===== src/rtl/pid_pkg.sv =====
// Shared types for the PID register writer: controller states, queued command format
// and the default bus width.
package pid_pkg;

    localparam int PID_D_WIDTH_DEFAULT = 16;

    typedef enum logic [2:0] {IDLE, RUN, DRAIN, WRITE, SETTLE} pid_wr_state_t;

    typedef struct packed {
        logic [PID_D_WIDTH_DEFAULT-1:0] addr;
        logic [PID_D_WIDTH_DEFAULT-1:0] data;
    } pid_wr_cmd_t;

    function automatic logic is_busy(input pid_wr_state_t s);
        return (s == DRAIN) || (s == WRITE) || (s == SETTLE);
    endfunction

endpackage


===== src/rtl/pid_cmd_fifo.sv =====
// Synchronous command queue for pid_reg_writer. The ready flag is registered; pushes
// are refused while full even if a pop happens in the same cycle.
module pid_cmd_fifo
    import pid_pkg::*;
#(
    parameter int DEPTH = 4
) (
    input  logic                    clock,
    input  logic                    reset,
    input  logic                    i_push,
    input  logic                    i_pop,
    input  pid_wr_cmd_t             i_data,
    output pid_wr_cmd_t             o_data,
    output logic                    o_ready,
    output logic                    o_empty,
    output logic [$clog2(DEPTH):0]  o_count
);

    localparam int AW = $clog2(DEPTH);
    localparam logic [AW:0] FULL_CNT = (AW+1)'(DEPTH);

    pid_wr_cmd_t     r_mem [DEPTH];
    logic [AW-1:0]   r_wr_ptr;
    logic [AW-1:0]   r_rd_ptr;
    logic [AW:0]     r_count;
    logic            r_ready;
    logic            r_empty;
    logic            w_push;
    logic            w_pop;
    logic [AW:0]     w_count_next;

    assign w_push = i_push && r_ready;
    assign w_pop  = i_pop && !r_empty;

    // NOTE: every variable gets a default before any branch so no latch is inferred.
    always_comb begin
        w_count_next = r_count;
        if (w_push && !w_pop)
            w_count_next = r_count + 1'b1;
        else if (!w_push && w_pop)
            w_count_next = r_count - 1'b1;
    end

    // NOTE: sequential state uses non-blocking assignments so all flops update together.
    always_ff @(posedge clock) begin
        if (reset) begin
            r_wr_ptr <= '0;
            r_rd_ptr <= '0;
            r_count  <= '0;
            r_ready  <= 1'b1;
            r_empty  <= 1'b1;
        end else begin
            if (w_push) r_wr_ptr <= r_wr_ptr + 1'b1;
            if (w_pop)  r_rd_ptr <= r_rd_ptr + 1'b1;
            r_count <= w_count_next;
            r_ready <= (w_count_next != FULL_CNT);
            r_empty <= (w_count_next == '0);
        end
    end

    // NOTE: storage is left unreset; pointers and the empty flag guard every read.
    always_ff @(posedge clock) begin
        if (w_push) r_mem[r_wr_ptr] <= i_data;
    end

    assign o_data  = r_mem[r_rd_ptr];
    assign o_ready = r_ready;
    assign o_empty = r_empty;
    assign o_count = r_count;

endmodule


===== src/rtl/pid_reg_writer.sv =====
// Host-side writer for the PID register bus: gates iterate_enable, drains the running
// iteration, then replays queued writes. Optional shadow filtering via PID_WR_SHADOW_EN.
module pid_reg_writer
    import pid_pkg::*;
#(
    parameter int D_WIDTH       = PID_D_WIDTH_DEFAULT,
    parameter int NUM_REGS      = 4,
    parameter int FIFO_DEPTH    = 4,
    parameter int DRAIN_TIMEOUT = 16,
    parameter int SETTLE_CYCLES = 2
) (
    input  logic               clock,
    input  logic               reset,
    input  logic               cmd_valid,
    output logic               cmd_ready,
    input  logic [D_WIDTH-1:0] cmd_addr,
    input  logic [D_WIDTH-1:0] cmd_data,
    input  logic               run_request,
    input  logic               out_valid,
    output logic               write_enable,
    output logic [D_WIDTH-1:0] reg_addr,
    output logic [D_WIDTH-1:0] reg_data,
    output logic               iterate_enable,
    output logic               busy,
    output logic               addr_err,
    output logic               drain_timeout_err,
    input  logic               err_clear
);

    localparam int CW  = $clog2(FIFO_DEPTH) + 1;
    localparam int DCW = $clog2(DRAIN_TIMEOUT);
    localparam int SCW = $clog2(SETTLE_CYCLES + 1);
    localparam logic [DCW-1:0]     DRAIN_LAST  = DCW'(DRAIN_TIMEOUT - 1);
    localparam logic [SCW-1:0]     SETTLE_LAST = SCW'(SETTLE_CYCLES - 1);
    localparam logic [D_WIDTH-1:0] ADDR_LIMIT  = D_WIDTH'(NUM_REGS);

    pid_wr_state_t    r_state, w_next_state;
    logic [DCW-1:0]   r_drain_cnt;
    logic [SCW-1:0]   r_settle_cnt;
    logic             r_we, r_iter, r_busy, r_addr_err, r_tmo_err;
    logic [D_WIDTH-1:0] r_addr, r_data;

    pid_wr_cmd_t      w_cmd_in, w_head;
    logic             w_ready, w_empty, w_push, w_pop;
    logic [CW-1:0]    w_count;
    logic             w_in_range, w_hit, w_strobe, w_addr_bad, w_timeout;

    assign w_cmd_in = '{addr: cmd_addr, data: cmd_data};
    assign w_push   = cmd_valid && w_ready;
    assign w_pop    = (r_state == WRITE) && !w_empty;

    pid_cmd_fifo #(.DEPTH(FIFO_DEPTH)) u_fifo (
        .clock   (clock),
        .reset   (reset),
        .i_push  (cmd_valid),
        .i_pop   (w_pop),
        .i_data  (w_cmd_in),
        .o_data  (w_head),
        .o_ready (w_ready),
        .o_empty (w_empty),
        .o_count (w_count)
    );

    assign w_in_range = (w_head.addr < ADDR_LIMIT);

`ifdef PID_WR_SHADOW_EN
    localparam int IW = (NUM_REGS > 1) ? $clog2(NUM_REGS) : 1;
    logic [D_WIDTH-1:0]  r_shadow [NUM_REGS];
    logic [NUM_REGS-1:0] r_shadow_vld;
    logic [IW-1:0]       w_idx;

    assign w_idx = w_head.addr[IW-1:0];
    assign w_hit = w_in_range && r_shadow_vld[w_idx] && (r_shadow[w_idx] == w_head.data);

    always_ff @(posedge clock) begin
        if (reset)         r_shadow_vld <= '0;
        else if (w_strobe) r_shadow_vld[w_idx] <= 1'b1;
    end

    always_ff @(posedge clock) begin
        if (w_strobe) r_shadow[w_idx] <= w_head.data;
    end
`else
    assign w_hit = 1'b0;
`endif

    assign w_strobe   = w_pop && w_in_range && !w_hit;
    assign w_addr_bad = w_pop && !w_in_range;
    assign w_timeout  = (r_state == DRAIN) && (r_drain_cnt == DRAIN_LAST) && !out_valid;

    always_comb begin
        w_next_state = r_state;
        case (r_state)
            IDLE:   if (!w_empty)                            w_next_state = WRITE;
                    else if (run_request)                    w_next_state = RUN;
            RUN:    if (!w_empty || w_push || !run_request)  w_next_state = DRAIN;
            DRAIN:  if (out_valid || r_drain_cnt == DRAIN_LAST)
                        w_next_state = w_empty ? IDLE : WRITE;
            // Leave only once the FIFO is really drained, counting a same-cycle push.
            WRITE:  if (w_empty || (w_count == CW'(1) && !w_push))
                        w_next_state = SETTLE;
            SETTLE: if (w_push || !w_empty)                  w_next_state = WRITE;
                    else if (r_settle_cnt == SETTLE_LAST)    w_next_state = IDLE;
            default:                                         w_next_state = IDLE;
        endcase
    end

    always_ff @(posedge clock) begin
        if (reset) begin
            r_state      <= IDLE;
            r_drain_cnt  <= '0;
            r_settle_cnt <= '0;
            r_we         <= 1'b1;
            r_addr       <= '0;
            r_data       <= '0;
            r_iter       <= 1'b0;
            r_busy       <= 1'b0;
            r_addr_err   <= 1'b0;
            r_tmo_err    <= 1'b0;
        end else begin
            r_state <= w_next_state;
            if (r_state != DRAIN)              r_drain_cnt <= '0;
            else if (r_drain_cnt != DRAIN_LAST) r_drain_cnt <= r_drain_cnt + 1'b1;
            if (r_state != SETTLE)               r_settle_cnt <= '0;
            else if (r_settle_cnt != SETTLE_LAST) r_settle_cnt <= r_settle_cnt + 1'b1;
            r_we <= !w_strobe;
            if (w_strobe) begin
                r_addr <= w_head.addr;
                r_data <= w_head.data;
            end
            r_iter <= (w_next_state == RUN);
            r_busy <= is_busy(w_next_state);
            if (w_addr_bad)     r_addr_err <= 1'b1;
            else if (err_clear) r_addr_err <= 1'b0;
            if (w_timeout)      r_tmo_err  <= 1'b1;
            else if (err_clear) r_tmo_err  <= 1'b0;
        end
    end

    assign cmd_ready         = w_ready;
    assign write_enable      = r_we;
    assign reg_addr          = r_addr;
    assign reg_data          = r_data;
    assign iterate_enable    = r_iter;
    assign busy              = r_busy;
    assign addr_err          = r_addr_err;
    assign drain_timeout_err = r_tmo_err;

endmodule

===== config.mk =====
export PLATFORM = sky130hd
export DESIGN_NAME = pid_reg_writer
export DESIGN_NICKNAME = d
export VERILOG_FILES = /design/src/rtl/pid_pkg.sv /design/src/rtl/pid_cmd_fifo.sv /design/src/rtl/pid_reg_writer.sv
export SDC_FILE = /design/constraint.sdc
export NUM_CORES = 1
export LEC_CHECK = 0
export ABC_CLOCK_PERIOD_IN_PS = 2400
export CAP_MARGIN = 15
export CORE_ASPECT_RATIO = 0.7
export CORE_MARGIN = 2
export CORE_UTILIZATION = 62
export CTS_CLUSTER_SIZE = 30
export DETAILED_ROUTE_END_ITERATION = 16
export DONT_BUFFER_PORTS = 1
export GPL_TIMING_DRIVEN = 1
export PLACE_DENSITY = 0.85
export SYNTH_ARGS = -nofsm -noshare
export SYNTH_HDL_FRONTEND = slang
export SYNTH_SLANG_ARGS = --single-unit

===== constraint.sdc =====
create_clock -name clock -period 2.4 [get_ports clock]
set_clock_uncertainty 0.05 [all_clocks]
set_input_delay 0.48 -clock clock [delete_from_list [all_inputs] [get_ports clock]]
set_output_delay 0.48 -clock clock [all_outputs]
set_load 0.005 [all_outputs]

### After elaboration in Yosys (flattened, before gate mapping)

Memories as Yosys holds them, arrays and structs flattened. A register that Yosys moved wholly into a read port is not among the register bits.
Index checks and enable logic that the tools add are counted.

* flip-flop bits (word level): 55
* RAM bits: 128
* input bits: 38
* output and inout port bits: 38
* logic and storage cells: 86
* memories: 1

* add/sub/neg operators: 6
* magnitude comparators: 1
* eq/ne operators: 16
* mux-type cells: 18
* reductions and logical operators: 29

Memory list
* u_fifo.r_mem: words 4, bits a word 32, rd ports 1, clocked after Yosys merged registers in 1, wr ports 1, RTL line pid_cmd_fifo.sv:22 `pid_wr_cmd_t r_mem [DEPTH];`

Operator list (count)
* two-way mux 3 bit: 9
* < comparator 16 x 3 -> 1 bit (second input constant): 1
* one-hot mux 3 bit (5 select lines): 1
* equality test 3 x 2 -> 1 bit (second input constant): 4
* logical AND 1 bit: 10
* equality test 3 x 1 -> 1 bit (second input constant): 3
* logical NOT 1 bit: 7
* adder 2 x 1 -> 2 bit (second input constant): 3
* equality test 3 bit (second input constant): 2
* logical NOT 3 bit: 2
* logical OR 1 bit: 6
* two-way mux 2 bit: 3
* != test 3 bit (second input constant): 2
* two-way mux 1 bit: 5
* adder 4 x 1 -> 4 bit (second input constant): 1
* equality test 4 bit (second input constant): 1
* != test 4 bit (second input constant): 1
* nonzero test 2 bit: 2
* OR reduction 2 bit: 2
* adder 3 x 1 -> 3 bit (second input constant): 1
* != test 3 x 2 -> 1 bit (second input constant): 1
* subtractor 3 x 1 -> 3 bit (second input constant): 1
* equality test 2 x 1 -> 1 bit (second input constant): 1
* != test 2 x 1 -> 1 bit (second input constant): 1

### Logic depth before layout (Yosys ltp)

Gate-level depths: netlist (run 1).

* depth after elaboration: 9
* depth in mapped cells: 7
* mapped depth without buffers: 6

### Hierarchy

Synthesis (run 1) repeated with hierarchy kept, for this count alone.

* cells, all modules: 425
* area, all modules: 6942.9 um2

By module, submodules not included
* pid_cmd_fifo: times used 1, cells each 232, area an instance 5203.7 um2, seq. area each 4063.9 um2
* pid_reg_writer: times used 1, cells each 193, area an instance 1739.2 um2, seq. area each 920.9 um2

### Least setup slack after synthesis (run 1)

OpenSTA, ideal clock, no wires.

* path type: reg2reg
* start point: register u_fifo.r_wr_ptr[0]
* end point: memory u_fifo.r_mem[2][0] (netlist bit), enable pin
* setup time: 392 ps
* data arrival time: 1370 ps
* required time: 1958 ps
* path slack: 587 ps
* stages on the path, launching flop included: 4
* path buffers: 0
* clock period less this slack: 1813 ps
* path through: dfxtp_1 inv_1 ha_1 and3_1

RTL lines
* start: declaration: RTL line pid_cmd_fifo.sv:23 `logic [AW-1:0] r_wr_ptr;`
* start signal: assignment: RTL line pid_cmd_fifo.sv:53 `if (w_push) r_wr_ptr <= r_wr_ptr + 1'b1;`
* end: declaration: RTL line pid_cmd_fifo.sv:22

Straight into the memory's write port.

==> reports/metrics.csv, run 1 <==
stage,metric,value,unit
logic_synthesis,yosysTopAreaCell,edfxtp_1,
detailed_routing,final_antenna_net_count,0,
timing,setup-tns-final,0,ns
clock_network,cts-root-buf,clkbuf_16,
floorplanning,die_area,0.0118,mm²
grt,grt_pass1_wl,19300,µm
clock_network,ctsLongestPathBuffers,2,
logic_synthesis,ys_warn_count,0,
timing,period_share,82.6,%
grt,grt_use_total,22.6,%
timing,setup_viol,0,
critical_path,start_kind,register,
clock_network,hold_buffers,0,
cells_and_area,layout-drive-gt1-share,13.8,%
logic_synthesis,syn_inst,432,
critical_path,worstPathMaxFanout,10,
logic_synthesis,synthSimpleGateAreaFrac,10.5,%
detailed_routing,wl,12200,µm
clock_network,post_cts_resized,0,
logic_synthesis,synth_top_area_share,56.9,%
critical_path,crit_chain,nor4_1 -> nand3_1 -> nand4_1 -> and4_1 -> buf_4 -> mux2i_1,
logic_synthesis,synth_common_cells,"128 x edfxtp_1, 57 x dfxtp_1, 56 x nand2_1",
cells_and_area,num_antenna_cells,0,
grt,grt_pass1_vias,3634,
cells_and_area,fin_nets,492,
logic_synthesis,synthMuxAreaShare,8.81,%
clock_network,cts_tree,yes,
logic_synthesis,synth_ff_type,edfxtp_1,
power_and_ir_drop,irDropWorstVdd,0.000597,V
critical_path,critPathKind,register to register,
critical_path,crit_path_max_incr_delay,0.49,ns
timing,max_freq,504,MHz
cells_and_area,stdcell_count,589,
logic_synthesis,syn_nets,479,
timing,finalCriticalPeriod,1.98,ns
detailed_routing,drt_iter0_drc,333,
place,dpl_worst_slack,0.467,ns
power_and_ir_drop,powerDensity,889,mW/mm²
logic_synthesis,synth-async-reset-ratio,0,%
clock_network,clock-sinks,185,
detailed_routing,vias,3562,
place,place.port_buffers,0,
grt,antenna_found_initial,0,
timing,fin_ws,0.417,ns
detailed_routing,wl_met1,5180,µm
job,drv_cap,0,
place,gp_congestion,0.795,
detailed_routing,wl_met2,5740,µm
place,hpwl,7790,µm
detailed_routing,dr.pass1.iters,5,
critical_path,required,2.70,ns
outcome,status,completed,
timing,worstMarginPinSlew,0.496,ns
timing,final_max_slew_viol_count,0,
logic_synthesis,ys_seq_area_share,73.8,%
logic_synthesis,netlist_area,0.00676,mm²
cells_and_area,area_growth,10.5,%
critical_path,end_kind,register,
worst_hold_path,min_delay_path_depth,1,
floorplanning,die_x,129,µm
logic_synthesis,synth_seq_cells,185,
timing,hold_viol,0,
logic_synthesis,synth_cell_types,46,
clock_network,clock_latency,0.43,ns
logic_synthesis,synth_compound_area_share,2.54,%
critical_path,critical-path-top-delay-family,simple AND/OR/NAND/NOR gates,
logic_synthesis,synth.most_common_cell,edfxtp_1,
timing,rsz0062_at_grt,no,
grt,grt-ovfl-total,0,
place,placed_cell_area,0.00692,mm²
clock_network,path_clk_slew,0.07,ns
logic_synthesis,ys_top_cells_by_area,"edfxtp_1 57%, dfxtp_1 17%, mux4_2 6.0%, nand2_1 3.1%, mux2i_1 2.8%",
clock_network,h-tree-depth,4,
detailed_routing,viasPerCell,6.05,
power_and_ir_drop,total_power,6.64,mW
logic_synthesis,synth_xor_xnor_area_share,0.778,%
logic_synthesis,synth_top_family_by_area,simple AND/OR/NAND/NOR gates,
logic_synthesis,synth-edff-count,128,
logic_synthesis,avgSynthCellArea,15.6,µm²
floorplanning,die_h,91.3,µm
critical_path,ff2ff_path_depth,6,
critical_path,critical_path_buf_inv_count,1,
floorplanning,fp.coreArea,0.0105,mm²
detailed_routing,top_layer_used,met4,
floorplanning,io-pin-count,76,
detailed_routing,drcViolationCount,0,
worst_hold_path,hold_path_class,input port to register,
clock_network,post-cts-setup-buffers,0,
timing,max_slew_margin,66.6,%
critical_path,crit_arrival,2.28,ns
place,placedCellCount,558,
detailed_routing,drt-wirelength-per-cell,20.7,µm
grt,grt_max_degree,53,
clock_network,cts_buffers,17,
critical_path,slowest_stage,nor4_1,
cells_and_area,final_area,0.00747,mm²
power_and_ir_drop,p_leak,2.62,nW
floorplanning,start_util,64.5,%
logic_synthesis,synth_fa_ha_area_share,1.67,%
detailed_routing,dr_wl_met3,1120,µm
critical_path,crit_cells,6,
floorplanning,row_count,31,
## area by class of cell
type / count / area (µm²)
Sequential cell: 185 / 4980
Fill cell: 633 / 3000
Timing Repair Buffer: 12 / 90.1
Tap cell: 132 / 165
Inverter: 9 / 33.8
Multi-Input combinational cell: 220 / 1640
Clock buffer: 18 / 429
Clock inverter: 13 / 121
## power by group
part           switching [mW]  leakage [nW]  internal [mW]  total (mW)
logic                   0.229         0.718          0.163       0.392
clock network            1.16         0.263           1.43        2.59
registers              0.0867          1.64           3.57        3.66
## kinds of logic after synthesis
kind of cell,Yosys count
AO/OA/AOI/OAI,25
XOR/XNOR,6
adder cells (fa/ha/maj),9
buffers and inverters,27
flip-flops,185
multiplexers,37
AND/OR/NAND/NOR,143
## worst reg2reg max path, cell delays in order (launching register included)
cell and delay (ns):
edfxtp_1 0.38, nor4_1 0.49, nand3_1 0.15, nand4_1 0.19
and4_1 0.20, buf_4 0.21, mux2i_1 0.23
## per-layer routing
| metal | up-vias | GRT usage [%] |
|---|---|---|
| met2 | 142 | 34.3 |
| met3 | 13 | 8.96 |
| met4 | 0 | 8.70 |
| li1 | 1652 | - |
| met1 | 1755 | 29.5 |
| met5 | - | 0 |
## stage by stage
stage / utilization, % / hold slack [ns]
floorplan: - / 0.401
detailed placement: 66.1 / 0.424
global route: 71.3 / 0.0594
CTS: 71.3 / 0.0646
global placement: 66.1 / 0.424
finish: 71.3 / 0.0750
## cells in the final DEF (no fill, tap or decap), drive strengths merged, types with 2 or more instances in the layout
master and instances:
a211oi 4, ha 9, nand2 56, mux2i 19, nor4 13, nor3 8, and3 18, a31oi 2
xnor2 4, clkinv 6, o21ai 2, nor2b 2, clkbuf 18, clkinvlp 3, dfxtp 57, and2 2
nand3 9, buf 12, a21oi 9, mux4 18, nor2 21, xor2 2, edfxtp 128, inv 12
nand4 5
## flip-flops by register name, summed over array words and instances (netlist names), named ones only
name and count:
u_fifo.r_mem 128, reg_addr 16, reg_data 16, r_drain_cnt 4, r_state 3, u_fifo.o_count 3
r_settle_cnt 2, u_fifo.r_rd_ptr 2, u_fifo.r_wr_ptr 2, addr_err 1, busy 1, drain_timeout_err 1
iterate_enable 1, u_fifo.o_empty 1, u_fifo.o_ready 1, write_enable 1
## worst paths after layout
check / startpoint / endpoint / slack (ns)
max: u_fifo.r_mem[1][21] / reg_data[12] / 0.42
min: reset / drain_timeout_err / 0.07
max reg2reg: u_fifo.r_mem[1][21] / reg_data[12] / 0.42
min reg2reg: reg_data[15] / reg_data[15] / 0.44
Note: power is estimated with default switching activity, not from simulation.
==> inputs of run 2 (changes only) <==
- ABC_CLOCK_PERIOD_IN_PS: 2400 -> 1800
- CORE_UTILIZATION: 62 -> 56
- PLACE_DENSITY: 0.85 -> 0.81
- clock period: 2.4 -> 1.8 ns (I/O delays scaled with it)
==> run 2 against run 1 <==
Sequential share of layout area decreased by 5.3 points; final cell count increased by 11%; highest routed layer unchanged; flip-flop and latch count unchanged; die area increased by 10%; fmax increased by 11%; critical path depth unchanged; register-to-register slack got worse by 0.40 ns; worst hold slack got worse by 0.052 ns; clock-buffer cell count unchanged; global-route usage decreased by 1.8 points.
==> reports/metrics.csv, run 2 (synthesis gave the netlist of run 1 again) <==
stage,metric,value,unit,change
detailed_routing,drcViolationCount,0,,unchanged
detailed_routing,viasPerCell,5.62,,was 6.05
floorplanning,row_count,33,,was 31
power_and_ir_drop,p_leak,2.82,nW,was 2.62 nW
critical_path,critPathKind,register to register,,unchanged
grt,use_met1,28.8,%,was 29.5%
floorplanning,die_x,135,µm,was 129 µm
floorplanning,fp.coreArea,0.0117,mm²,was 0.0105 mm²
grt,grt-busiest-layer,met2,,unchanged
worst_hold_path,min_delay_path_depth,1,,unchanged
timing,fin_ws,0.0180,ns,was 0.417 ns
critical_path,crit_arrival,2.07,ns,was 2.28 ns
clock_network,cts_buffers,17,,unchanged
place,gp_congestion,0.751,,was 0.795
power_and_ir_drop,p_sw_share,22.6,%,was 22.2%
power_and_ir_drop,p_sw,2.08,mW,was 1.47 mW
timing,worstMarginPinSlew,0.783,ns,was 0.496 ns
critical_path,ff2ff_path_depth,6,,unchanged
timing,whs,0.0228,ns,was 0.0750 ns
clock_network,clock-sinks,185,,unchanged
worst_hold_path,hold_path_class,input port to register,,unchanged
grt,grt-ovfl-total,0,,unchanged
timing,hold_viol,0,,unchanged
critical_path,worstPathMaxFanout,10,,unchanged
place,hpwl,7920,µm,was 7790 µm
detailed_routing,vias,3678,,was 3562
power_and_ir_drop,total_power,9.23,mW,was 6.64 mW
detailed_routing,drt-wirelength-per-cell,19.5,µm,was 20.7 µm
outcome,status,completed,,unchanged
timing,rsz0062_at_grt,yes,,was no
cells_and_area,layout_commonest_cell,edfxtp_1,,unchanged
critical_path,r2r_slack,0.02,ns,was 0.42 ns
floorplanning,die_h,95.9,µm,was 91.3 µm
timing,finalCriticalPeriod,1.78,ns,was 1.98 ns
grt,use_met3,5.90,%,was 8.96%
clock_network,cts-root-buf,clkbuf_16,,unchanged
job,drv_cap,0,,unchanged
grt,grt_max_degree,51,,was 53
critical_path,end_kind,register,,unchanged
timing,max_freq,561,MHz,was 504 MHz
place,place.port_buffers,0,,unchanged
detailed_routing,dr.pass1.iters,5,,unchanged
cells_and_area,final_cell_mix,"128 x edfxtp_1, 56 x nand2_1, 54 x dfxtp_1",,"was 128 x edfxtp_1, 57 x dfxtp_1, 56 x nand2_1"
floorplanning,io-pin-count,76,,unchanged
critical_path,start_kind,register,,unchanged
cells_and_area,layout-drive-gt1-share,18.9,%,was 13.8%
grt,gr-usage-met2,31.3,%,was 34.3%
power_and_ir_drop,power_frac_clock,40.0,%,was 39.0%
grt,grt_use_total,20.8,%,was 22.6%
power_and_ir_drop,powerDensity,1140,mW/mm²,was 889 mW/mm²
detailed_routing,wl,12700,µm,was 12200 µm
grt,grt_pass1_wl,19700,µm,was 19300 µm
cells_and_area,top_register,u_fifo.r_mem,,unchanged
power_and_ir_drop,internal-power,7.15,mW,was 5.17 mW
grt,antenna_found_initial,0,,unchanged
timing,final_max_slew_viol_count,0,,unchanged
detailed_routing,final_antenna_net_count,0,,unchanged
cells_and_area,num_antenna_cells,0,,unchanged
cells_and_area,largest_reg_flops,128,,unchanged
clock_network,ctsLongestPathBuffers,2,,unchanged
clock_network,cts_tree,yes,,unchanged
timing,period_share,99.0,%,was 82.6%
power_and_ir_drop,irDropWorstVdd,0.000708,V,was 0.000597 V
critical_path,required,2.09,ns,was 2.70 ns
power_and_ir_drop,p_seq_share,52.7,%,was 55.1%
cells_and_area,area_growth,20.2,%,was 10.5%
detailed_routing,drt_iter0_drc,269,,was 333
cells_and_area,fin_nets,531,,was 492
timing,max_slew_margin,47.8,%,was 66.6%
power_and_ir_drop,combPwrFrac,7.3,%,was 5.9%
floorplanning,die_area,0.0130,mm²,was 0.0118 mm²
timing,setup_viol,0,,unchanged
floorplanning,start_util,57.6,%,was 64.5%
place,dpl_worst_slack,-0.00397,ns,was 0.467 ns
clock_network,clock_latency,0.43,ns,about the same
grt,grt_pass1_vias,3631,,was 3634
clock_network,h-tree-depth,4,,unchanged
clock_network,path_clk_slew,0.07,ns,about the same
[run 2: repair_timing]
action | CTS | global route
gates cloned | 0 | 0
gates resized for setup | 5 | 21
buffers inserted | 0 | 2
endpoints found under the setup margin | 21 | 66
pin swaps | 0 | 10
hold endpoints to repair | 144 | 0
hold buffers | 33 | 0
[run 2: final timing paths]
path,from,end
min,reset,u_fifo.o_empty
max reg2reg,u_fifo.r_mem[1][21],reg_data[12]
max,u_fifo.r_mem[1][21],reg_data[12]
min reg2reg,reg_data[9],reg_data[9]
[run 2: final cells by class]
class | instances | area [µm²]
fillers | 772 | 3610
clock buffers | 18 | 429
repair buffers | 51 | 528
clock inverters | 14 | 161
multi-input cells | 220 | 1780
well taps | 157 | 196
inverters | 9 | 33.8
flip-flops and latches | 185 | 4990
[run 2: power by group through the flow]
| stage | combinational (mW) | sequential (mW) | clock, mW |
|---|---|---|---|
| floorplan | 0.420 | 4.92 | 0 |
| global placement | 0.537 | 4.93 | 0 |
| detailed placement | 0.562 | 4.95 | 0 |
| CTS | 0.662 | 4.86 | 3.74 |
| global route | 0.741 | 4.89 | 3.90 |
| finish | 0.671 | 4.87 | 3.69 |
[run 2: stage by stage]
step                cell area (µm²)  utilization (%)  std cells  setup TNS (ns)
global route                   8120             69.2        654           -1.27
finish                         8120             69.2        654               0
CTS                            8000             68.2        652               0
global placement               7040             60.1        587               0
floorplan                      6760                -        432               0
detailed placement             7040             60.1        587        -0.00397
[run 2: worst max-delay path, cell delays in order, from the launching register on]
cell and delay [ns]:
edfxtp_1 0.42, nor4_4 0.34, nand3_1 0.12, nand4_1 0.16, and4_1 0.25, buf_12 0.15
mux2i_1 0.21
[run 2: per-layer routing]
| layer | wire [µm] | vias up |
|---|---|---|
| met5 | 0 | - |
| li1 | - | 1737 |
| met2 | 5810 | 114 |
| met3 | 811 | 17 |
| met4 | 196 | 0 |
| met1 | 5920 | 1810 |
==> inputs of run 3 (changes only) <==
- ABC_CLOCK_PERIOD_IN_PS: 1800 -> 2200
- CORE_UTILIZATION: 56 -> 67
- PLACE_DENSITY: 0.81 -> 0.94
- clock period: 1.8 -> 2.2 ns (I/O delays scaled with it)
==> run 3 against run 2 <==
Clock power decreased by 20%; sequential share of layout area grew 5.2 points; sequential power decreased by 18%; register-to-register slack improved by 0.12 ns; flip-flop and latch count is the same; final cell count fell by 11%; critical path depth stayed put; critical path type unchanged.
==> reports/metrics.csv, run 3 (synthesis gave the netlist of run 1 again) <==
stage,metric,value,unit,change
clock_network,post_cts_resized,0,,was 5
clock_network,h-tree-depth,4,,unchanged
grt,grt_use_total,24.8,%,was 20.8%
cells_and_area,area_growth,10.8,%,was 20.2%
floorplanning,row_count,30,,was 33
detailed_routing,top_layer_used,met4,,unchanged
detailed_routing,viasPerCell,6.23,,was 5.62
detailed_routing,dr.pass1.iters,5,,unchanged
timing,max_freq,484,MHz,was 561 MHz
timing,whs,0.0207,ns,was 0.0228 ns
power_and_ir_drop,p_leak,2.63,nW,was 2.82 nW
clock_network,path_clk_slew,0.07,ns,about the same
clock_network,cts_tree,yes,,unchanged
clock_network,clock_latency,0.43,ns,about the same
timing,period_share,93.8,%,was 99.0%
power_and_ir_drop,irDropWorstVdd,0.000835,V,was 0.000708 V
detailed_routing,drcViolationCount,0,,unchanged
floorplanning,fp.coreArea,0.00976,mm²,was 0.0117 mm²
detailed_routing,dr_wl_met3,1220,µm,was 811 µm
power_and_ir_drop,total_power,7.39,mW,was 9.23 mW
timing,finalCriticalPeriod,2.06,ns,was 1.78 ns
clock_network,ctsLongestPathBuffers,2,,unchanged
critical_path,critPathKind,register to register,,unchanged
grt,grt_max_degree,51,,unchanged
timing,hold_viol,0,,unchanged
grt,grt_pass1_vias,3511,,was 3631
cells_and_area,top_register,u_fifo.r_mem,,unchanged
critical_path,worstReg2RegStart,u_fifo.r_mem[2][29],,was u_fifo.r_mem[1][21]
detailed_routing,wl_met2,6040,µm,was 5810 µm
floorplanning,io-pin-count,76,,unchanged
cells_and_area,layout_commonest_cell,edfxtp_1,,unchanged
critical_path,end_kind,register,,unchanged
floorplanning,start_util,69.2,%,was 57.6%
critical_path,start_kind,register,,unchanged
floorplanning,die_area,0.0109,mm²,was 0.0130 mm²
place,placed_cell_area,0.00691,mm²,was 0.00704 mm²
critical_path,slowest_stage,nor4_1,,was edfxtp_1
timing,setup-tns-final,0,ns,unchanged
detailed_routing,wl,12700,µm,about the same
cells_and_area,largest_reg_flops,128,,unchanged
timing,setup_viol,0,,unchanged
floorplanning,die_h,88.0,µm,was 95.9 µm
cells_and_area,final_cell_mix,"128 x edfxtp_1, 57 x dfxtp_1, 56 x nand2_1",,"was 128 x edfxtp_1, 56 x nand2_1, 54 x dfxtp_1"
grt,antenna_found_initial,0,,unchanged
cells_and_area,final_area,0.00748,mm²,was 0.00812 mm²
grt,grt_pass1_wl,18900,µm,was 19700 µm
clock_network,hold_buffers,0,,was 33
place,gp_congestion,0.810,,was 0.751
cells_and_area,layout-drive-gt1-share,13.6,%,was 18.9%
job,drv_cap,0,,unchanged
worst_hold_path,hold_path_class,input port to register,,unchanged
critical_path,crit_start,u_fifo.r_mem[2][29],,was u_fifo.r_mem[1][21]
timing,max_slew_margin,62.9,%,was 47.8%
place,hpwl,8120,µm,was 7920 µm
critical_path,required,2.51,ns,was 2.09 ns
cells_and_area,num_antenna_cells,0,,unchanged
grt,grt-ovfl-total,0,,unchanged
critical_path,crit_chain,nor4_1 -> nand3_1 -> nand4_1 -> and4_1 -> buf_4 -> mux2i_1,,was nor4_4 -> nand3_1 -> nand4_1 -> and4_1 -> buf_12 -> mux2i_1
clock_network,post-cts-setup-buffers,0,,unchanged
detailed_routing,wl_met1,5230,µm,was 5920 µm
floorplanning,die_x,124,µm,was 135 µm
detailed_routing,drt_iter0_drc,462,,was 269
detailed_routing,vias,3646,,was 3678
timing,final_max_slew_viol_count,0,,unchanged
detailed_routing,drt-wirelength-per-cell,21.8,µm,was 19.5 µm
timing,worstMarginPinSlew,0.551,ns,was 0.783 ns
clock_network,cts_buffers,17,,unchanged
detailed_routing,final_antenna_net_count,0,,unchanged
clock_network,clock-sinks,185,,unchanged
outcome,status,completed,,unchanged
critical_path,crit_path_max_incr_delay,0.53,ns,was 0.42 ns
timing,rsz0062_at_grt,no,,was yes
clock_network,cts-root-buf,clkbuf_16,,unchanged
power_and_ir_drop,powerDensity,988,mW/mm²,was 1140 mW/mm²
cells_and_area,fin_nets,491,,was 531
worst_hold_path,hp-start,reset,,unchanged
critical_path,crit_arrival,2.37,ns,was 2.07 ns
critical_path,worstPathMaxFanout,10,,unchanged
place,place.port_buffers,0,,unchanged
## run 3: critical path: cells and delay by family (launching register included)
family | cells | cell delay, ns
simple gates | 4 | 1.16
buf+inv | 1 | 0.20
flops | 1 | 0.37
mux | 1 | 0.21
## run 3: final cells by class
cell class,instances,area [µm²]
sequential,185,4980
fill,519,2270
multi-input combinational,220,1640
clock buffer,21,460
tap,128,160
clock inverter,11,119
timing repair buffer,11,82.6
inverter,9,33.8
## run 3: through the flow
stage / instances / utilization (%) / worst slack (ns)
floorplan: 432 / - / 0.387
global placement: 553 / 70.8 / 0.421
detailed placement: 553 / 70.8 / 0.239
CTS: 585 / 76.7 / 0.149
global route: 585 / 76.7 / 0.00344
finish: 585 / 76.7 / 0.136
## run 3: path summary, 6_finish.rpt
| kind | end | slack [ns] | cells past startpoint |
|---|---|---|---|
| hold / removal | drain_timeout_err | 0.02 | 1 |
| setup / recovery | reg_data[3] | 0.14 | 6 |
| setup reg to reg | reg_data[3] | 0.14 | 6 |
| hold reg to reg | reg_data[15] | 0.44 | 2 |
## run 3: routing by layer
layer,vias to the layer above,global-route usage (%)
li1,1653,-
met1,1777,30.7
met5,-,0
met4,0,9.19
met2,185,39.2
met3,31,11.1
## run 3: power breakdown
group	switching [mW]	internal, mW	total [mW]	leakage (nW)
registers	0.0992	3.90	4.00	1.64
logic	0.258	0.178	0.436	0.712
clock network	1.23	1.73	2.96	0.281
total	1.58	5.81	7.39	2.63
